[config.mk]
export PLATFORM = sky130hd
export DESIGN_NAME = ws2812_frame_arbiter
export DESIGN_NICKNAME = d
export VERILOG_FILES = /design/src/rtl/ws2812_frame_arbiter.sv
export SDC_FILE = /design/constraint.sdc
export NUM_CORES = 1
export LEC_CHECK = 0
export ABC_AREA = 1
export CAP_MARGIN = 0
export CORE_MARGIN = 2
export CORE_UTILIZATION = 48
export CTS_BUF_LIST = sky130_fd_sc_hd__clkbuf_8
export DETAILED_ROUTE_END_ITERATION = 7
export GPL_TIMING_DRIVEN = 0
export HOLD_SLACK_MARGIN = 0.03
export PLACE_DENSITY = 0.83
export SLEW_MARGIN = 30
export SYNTH_ARGS = -nofsm -noshare
export SYNTH_HDL_FRONTEND = slang
export SYNTH_SLANG_ARGS = --single-unit
[constraint.sdc]
create_clock -name clk_50m -period 2.4 [get_ports clk_50m]
set_input_delay 0.48 -clock clk_50m [delete_from_list [all_inputs] [get_ports clk_50m]]
set_output_delay 0.48 -clock clk_50m [all_outputs]
set_load 0.02 [all_outputs]
[src/rtl/ws2812_frame_arbiter.sv]
// rtl/ws2812_frame_arbiter.sv - refresh pacing and two-source frame arbitration for a WS2812 driver
module ws2812_frame_arbiter #(
  parameter int FRAME_DIV   = 833333,
  parameter int TIMEOUT     = 500000,
  parameter int N_LEDS      = 256,
  parameter bit S1_PRIORITY = 1'b1
) (
  input  logic        clk_50m,
  input  logic        rst_n,
  input  logic        frame_en,
  input  logic        clr_err,
  output logic        s0_frame_stb,
  input  logic [23:0] s0_led_data,
  input  logic        s0_valid,
  input  logic        s0_start,
  output logic        s0_done_bit,
  output logic        s0_done_dz,
  input  logic        s1_req,
  output logic        s1_frame_stb,
  input  logic [23:0] s1_led_data,
  input  logic        s1_valid,
  input  logic        s1_start,
  output logic        s1_done_bit,
  output logic        s1_done_dz,
  output logic [23:0] led_data,
  output logic        valid,
  output logic        start,
  input  logic        done_bit_in,
  input  logic        done_dz_in,
  output logic        busy,
  output logic        owner,
  output logic [7:0]  overrun_cnt,
  output logic        err_timeout,
  output logic        err_len
);

  localparam int SLOT_W = (FRAME_DIV > 1) ? $clog2(FRAME_DIV) : 1;
  localparam int TO_W   = (TIMEOUT > 1) ? $clog2(TIMEOUT) : 1;
  localparam int PIX_W  = $clog2(N_LEDS + 2);

  localparam logic [SLOT_W-1:0] SLOT_LAST = SLOT_W'(FRAME_DIV - 1);
  localparam logic [TO_W-1:0]   TO_LAST   = TO_W'(TIMEOUT - 1);
  localparam logic [PIX_W-1:0]  PIX_FULL  = PIX_W'(N_LEDS);
  localparam logic [PIX_W-1:0]  PIX_SAT   = PIX_W'(N_LEDS + 1);

  typedef enum logic [1:0] {
    S_IDLE  = 2'd0,
    S_GRANT = 2'd1,
    S_RUN   = 2'd2
  } state_t;

  state_t            state;
  state_t            state_next;
  logic [SLOT_W-1:0] slot_cnt;
  logic [TO_W-1:0]   to_cnt;
  logic [PIX_W-1:0]  pix_cnt;
  logic              slot;
  logic              in_run;
  logic              done_evt;
  logic              to_evt;
  logic              ovr_evt;

  // Slot pacing: free-running refresh timer, held at zero while disabled
  always_ff @(posedge clk_50m or negedge rst_n) begin
    if (!rst_n) begin
      slot_cnt <= '0;
    end else if (!frame_en || slot_cnt == SLOT_LAST) begin
      slot_cnt <= '0;
    end else begin
      slot_cnt <= slot_cnt + 1'b1;
    end
  end

  assign slot     = frame_en && (slot_cnt == SLOT_LAST);
  assign in_run   = (state == S_RUN);
  // Completion takes precedence when it lands on the timeout cycle
  assign done_evt = in_run && done_dz_in;
  assign to_evt   = in_run && !done_dz_in && (to_cnt == TO_LAST);
  // A slot arriving while a frame is still granted or in flight is dropped
  assign ovr_evt  = slot && (state != S_IDLE);

  // FSM state register
  always_ff @(posedge clk_50m or negedge rst_n) begin
    if (!rst_n) begin
      state <= S_IDLE;
    end else begin
      state <= state_next;
    end
  end

  // FSM next-state: one whole frame per accepted slot
  always_comb begin
    state_next = state;
    case (state)
      S_IDLE:  if (slot) state_next = S_GRANT;
      S_GRANT: state_next = S_RUN;
      S_RUN:   if (done_evt || to_evt) state_next = S_IDLE;
      default: state_next = S_IDLE;
    endcase
  end

  // FSM outputs: grant strobes, driver mux and done routing to the owner only
  always_comb begin
    busy         = (state != S_IDLE);
    s0_frame_stb = (state == S_GRANT) && !owner;
    s1_frame_stb = (state == S_GRANT) && owner;
    led_data     = '0;
    valid        = 1'b0;
    start        = 1'b0;
    if (in_run && !to_evt) begin
      led_data = owner ? s1_led_data : s0_led_data;
      valid    = owner ? s1_valid    : s0_valid;
      start    = owner ? s1_start    : s0_start;
    end
    s0_done_bit = in_run && !owner && done_bit_in;
    s0_done_dz  = in_run && !owner && done_dz_in;
    s1_done_bit = in_run && owner && done_bit_in;
    s1_done_dz  = in_run && owner && done_dz_in;
  end

  // Owner latch: source 1 only wins a slot when its request is visible at that slot
  always_ff @(posedge clk_50m or negedge rst_n) begin
    if (!rst_n) begin
      owner <= 1'b0;
    end else if (state == S_IDLE && slot) begin
      owner <= s1_req && (S1_PRIORITY || !frame_en);
    end
  end

  // Per-frame pixel and timeout counters, cleared during the grant cycle
  always_ff @(posedge clk_50m or negedge rst_n) begin
    if (!rst_n) begin
      to_cnt  <= '0;
      pix_cnt <= '0;
    end else if (state == S_GRANT) begin
      to_cnt  <= '0;
      pix_cnt <= '0;
    end else if (in_run) begin
      if (to_cnt != TO_LAST) to_cnt <= to_cnt + 1'b1;
      if (done_bit_in && pix_cnt != PIX_SAT) pix_cnt <= pix_cnt + 1'b1;
    end
  end

  // Sticky errors: a new error in the same cycle as clr_err survives the clear
  always_ff @(posedge clk_50m or negedge rst_n) begin
    if (!rst_n) begin
      err_len     <= 1'b0;
      err_timeout <= 1'b0;
    end else begin
      if (done_evt && pix_cnt != PIX_FULL) err_len <= 1'b1;
      else if (clr_err)                    err_len <= 1'b0;
      if (to_evt)       err_timeout <= 1'b1;
      else if (clr_err) err_timeout <= 1'b0;
    end
  end

  // Dropped-slot counter, saturating; clear plus overrun in one cycle leaves 1
  always_ff @(posedge clk_50m or negedge rst_n) begin
    if (!rst_n) begin
      overrun_cnt <= 8'd0;
    end else if (ovr_evt) begin
      if (clr_err)                  overrun_cnt <= 8'd1;
      else if (overrun_cnt != 8'hff) overrun_cnt <= overrun_cnt + 8'd1;
    end else if (clr_err) begin
      overrun_cnt <= 8'd0;
    end
  end

endmodule

# Word-level counts from Yosys, hierarchy flattened
# Cells that the tools add are included.
# W data, S select, Z words.
# totals
reg_bits	61
inputBits	59
output_inout_bits	44
elab_cells	81
# classes
addsub	4
n_eq_ne	10
muxes	23
reduce_logical	36
# op_table
operator	count
$mux W19	3
$mux W24	2
$mux W8	4
$mux W9	3
$add A20 B1 Y20 const B	1
$eq A20 B20 Y1 const B	1
$mux W20	1
$add A19 B1 Y19 const B	1
$eq A19 B19 Y1 const B	1
$ne A19 B19 Y1 const B	1
$ne A9 B9 Y1 const B	2
$logic_and A1 B1 Y1	17
$reduce_bool A2 Y1	8
$add A9 B1 Y9 const B	1
$add A8 B1 Y8 const B	1
$ne A8 B8 Y1 const B	1
$reduce_and A2 Y1	4
$mux W1	7
$pmux W2 S3	1
$logic_not A1 Y1	4
$mux W2	2
$eq A2 B1 Y1 const B	1
$eq A2 B2 Y1 const B	1
$logic_not A2 Y1	1
other kinds (3)	4

# Logic depth before layout (Yosys ltp)
# Gate-level depths: netlist of the first run.
# logic_depth
depth_word	6
ltp_mapped	12
ltp_nobuf	11

# Worst setup path before layout of the first run
# No wires, ideal clock.
# synth_timing
path_type	reg2out
start	reg to_cnt[0]
end	out led_data[10]
arrival_ns	1.620
t_required_ns	1.920
path_slack_ns	0.300
stages_incl_launch_ff	10
n_path_buf	1
path_cell_list	dfrtp_1 ha_1 inv_1 nor2_2 nand2_2 nor2_4 nand2_1 nand2_2 buf_6 a21oi_1
# synth_via
elab_chain_len	5
# synth_rtl
element	line	source
start: declaration	55	logic [TO_W-1:0] to_cnt;
start signal: assignment	139	if (to_cnt != TO_LAST) to_cnt <= to_cnt + 1'b1;
$eq A19 B19 Y1	78	assign to_evt = in_run && !done_dz_in && (to_cnt == TO_LAST);
$logic_and A1 B1 Y1	78	
$logic_not A1 Y1	110	if (in_run && !to_evt) begin
$logic_and A1 B1 Y1	110	
$mux W24	110	
end: declaration	25	output logic [23:0] led_data,
# Every way passes these cells.

# Final worst setup path of the first run
# layout_timing
start	reg to_cnt[1]
end	out led_data[3]
# The elaborated chain is that of the path after synthesis.

==> results of run 1 <==
-- Yosys cell counts (all sizes together) (9+ instances only) --
cell type	instances	area (sq um)
nand2	224	884.6
nor2	99	399.1
dfrtp	61	1526
inv	53	201.5
nand3	47	240.2
a21oi	31	155.2
o21ai	23	115.1
xor2	19	166.4
nor3	17	95.09
nand4	14	102.6
ha	10	125.1
buf	9	81.32
clkbuf	9	33.78
-- flip-flops by register name, summed over array words and instances, names as in the netlist --
| name | cells |
|---|---|
| slot_cnt | 20 |
| to_cnt | 19 |
| pix_cnt | 9 |
| overrun_cnt | 8 |
| state | 2 |
| err_len | 1 |
| err_timeout | 1 |
| owner | 1 |
-- cell families after synthesis --
family,after synthesis
AND/OR/NAND/NOR,416
buffers and inverters,72
flip-flops,61
AO/OA/AOI/OAI,56
XOR/XNOR,24
adder cells (fa/ha/maj),10
-- routing by layer --
layer,global-route usage (%),vias up
met1,30.34,2110
met2,41.39,76
met3,4.610,16
met5,0,-
li1,-,2278
met4,5.796,0
-- through the flow --
step	power, mW	worst slack (ns)	instances	cell area (sq um)	TNS (ns)
2_1_floorplan	1.121	0.2996	639	4293	0
3_3_place_gp	1.254	-1.118	848	5439	-75.65
3_5_place_dp	1.263	-0.3954	849	5456	-8.761
4_1_cts	2.078	0.003356	868	5613	0
5_1_grt	2.154	-0.06204	875	5877	-0.6759
6_report	2.070	0.01671	875	5877	0
-- worst min path at each step --
stage	from	slack [ns]	to	cells after the start
detailed placement	rst_n	0.38	slot_cnt[7]$_DFF_PN0_	1
global placement	state[0]$_DFFE_PN0P_	0.49	state[0]$_DFFE_PN0P_	2
floorplan	rst_n	0.18	err_len$_DFFE_PN0P_	0
global route	slot_cnt[0]$_DFF_PN0_	0.55	slot_cnt[0]$_DFF_PN0_	1
CTS	state[1]$_DFFE_PN0P_	0.52	state[1]$_DFFE_PN0P_	2
finish	err_timeout$_DFFE_PN0P_	0.52	err_timeout$_DFFE_PN0P_	2
-- what timing repair did --
| action | in CTS | in global routing |
|---|---|---|
| buffers inserted | 6 | 5 |
| gates resized for setup | 126 | 60 |
| cloned | 0 | 2 |
| endpoints found under the setup margin | 32 | 28 |
| endpoints found under the hold margin | 11 | 0 |
| hold buffers | 1 | 0 |
| pin swaps | 4 | 6 |
-- layout make-up --
class | instances | area, sq um
buffer | 17 | 127.6
clock buffer | 12 | 165.2
inverter | 54 | 205.2
fill | 748 | 2801
tap | 108 | 135.1
multi-input combinational | 506 | 2582
clock inverter | 1 | 7.507
timing repair buffer | 116 | 1125
sequential | 61 | 1529
-- where the power goes --
group / total, mW / switching [mW] / leakage, nW / internal [mW]
Combinational: 0.218 / 0.107 / 1.69 / 0.111
Sequential: 1.04 / 0.00661 / 0.844 / 1.03
Clock: 0.812 / 0.370 / 0.0864 / 0.442
Total: 2.07 / 0.484 / 2.62 / 1.59
-- worst max-delay path, cell delays in order (launching register included) --
cell and delay, ns:
dfrtp_1 0.41, ha_4 0.18, inv_2 0.08, nor2_4 0.05, nand2_2 0.09, nor2_4 0.04, nand2_2 0.08, nand2_4 0.11
buf_8 0.16, a21oi_1 0.17, buf_2 0.20
==> reports/qor.yml, run 1 <==
status: "complete, no violations"
synth_nets: 708
tritoncts: "built"
cts_buffer_depth: 2
synth_area_sq_um: 4293
mostFrequentLayoutCell: "nand2_1"
fin_crit_sh_pct: 99.30
grt_overflow: 0
synth_compound_area_share_pct: 6.645
ys_types: 34
hp-class: "reg -> reg"
cp-endpoint: "led_data[3]"
ant_nets: 0
worstRegToRegCells: 8
slew_violations: 0
dr_wl_met3_um: 364
synthSimpleGateAreaFrac_pct: 42.52
netlist_instances: 639
gp_congestion: 0.9287
avgViaCountPerCell: 5.120
ios: 103
clk_latency_ns: 0.33
r2r_slack_ns: 0.49
dp_hpwl_um: 8988
grt_usage_pct: 23.69
tightestPinTransition_ns: 0.5171
wire_per_inst_um: 13.71
grt_pass1_wl_um: 18870
synth_edf_count: 0
rsz0062_at_grt: "yes"
die_area_sq_um: 9716
die_y_um: 98.57
p_leak_nw: 2.625
drt-met1-wl_um: 5310
firstDrtPassIters: 5
root_buffer: "clkbuf_8"
skew_ns: 0.01129
avgSynthCellArea_sq_um: 6.718
synth_seq_cells: 61
critPathLaunchType: "flip-flop"
power_density_nw_per_um2: 352.2
seq_area_frac_synth_pct: 35.56
n_antenna_cell: 0
drt_iter0_markers: 178
synth_top_family_by_area: "simple AND/OR/NAND/NOR gates"
rows: 34
die_x_um: 98.57
core_sq_um: 8678
crit_path_start: "to_cnt[1]$_DFFE_PN0P_"
async_flop_share_pct: 100.0
initial_utilization_pct: 49.47
irDropWorstVdd_uv: 256.5
grt_max_degree: 42
nNetsFinal: 834
wirelength_um: 12000
synth.mux.area_fraction_pct: 0
setup_violations: 0
synthToLayoutAreaGrowth_pct: 36.90
wl_met2_um: 6152
antenna_found_initial: 0
worstSetupEndpointType: "primary output"
crit_required_ns: 1.92
htreeDepth: 3
clock_sinks: 61
clkTransAtPathRegs_ns: 0.06
maxSlewHeadroom_pct: 65.26
maxCapViolCount: 0
fmax_mhz: 419.6
finish.utilization_pct: 67.72
finalCriticalPeriod_ns: 2.383
top_layer: "met4"
cp_max_fo: 5
r2r_start: "state[1]$_DFFE_PN0P_"
drive_gt1_share_pct: 16.43
rr_endpoint: "pix_cnt[1]$_DFFE_PN0P_"
portBuffers: 101
holdWs_ns: 0.5156
cp.arrival_ns: 1.90
synthAdderAreaFrac_pct: 2.915
cts_buffers: 9
crit_type: "reg -> out"
synth-xor-area-share_pct: 4.897
grt_pass1_vias: 4107
synthFlopType: "dfrtp_1"
num_vias: 4480
drc_errors: 0
final_cell_mix: "nand2_1, nor2_1, clkdlybuf4s50_1"
hold_viol_final: 0
yosysWarningCount: 0
Power figures use the tool's default switching activity.
==> run 2: changes to the inputs <==
--- a/config.mk
+++ b/config.mk
@@ -12,7 +12,7 @@
 export CTS_BUF_LIST = sky130_fd_sc_hd__clkbuf_8
 export DETAILED_ROUTE_END_ITERATION = 7
 export GPL_TIMING_DRIVEN = 0
-export HOLD_SLACK_MARGIN = 0.03
+export HOLD_SLACK_MARGIN = 0.12
 export PLACE_DENSITY = 0.83
 export SLEW_MARGIN = 30
 export SYNTH_ARGS = -nofsm -noshare
==> results of run 2 <==
The final DEF is identical to that of run 1; final timing and power are the same.
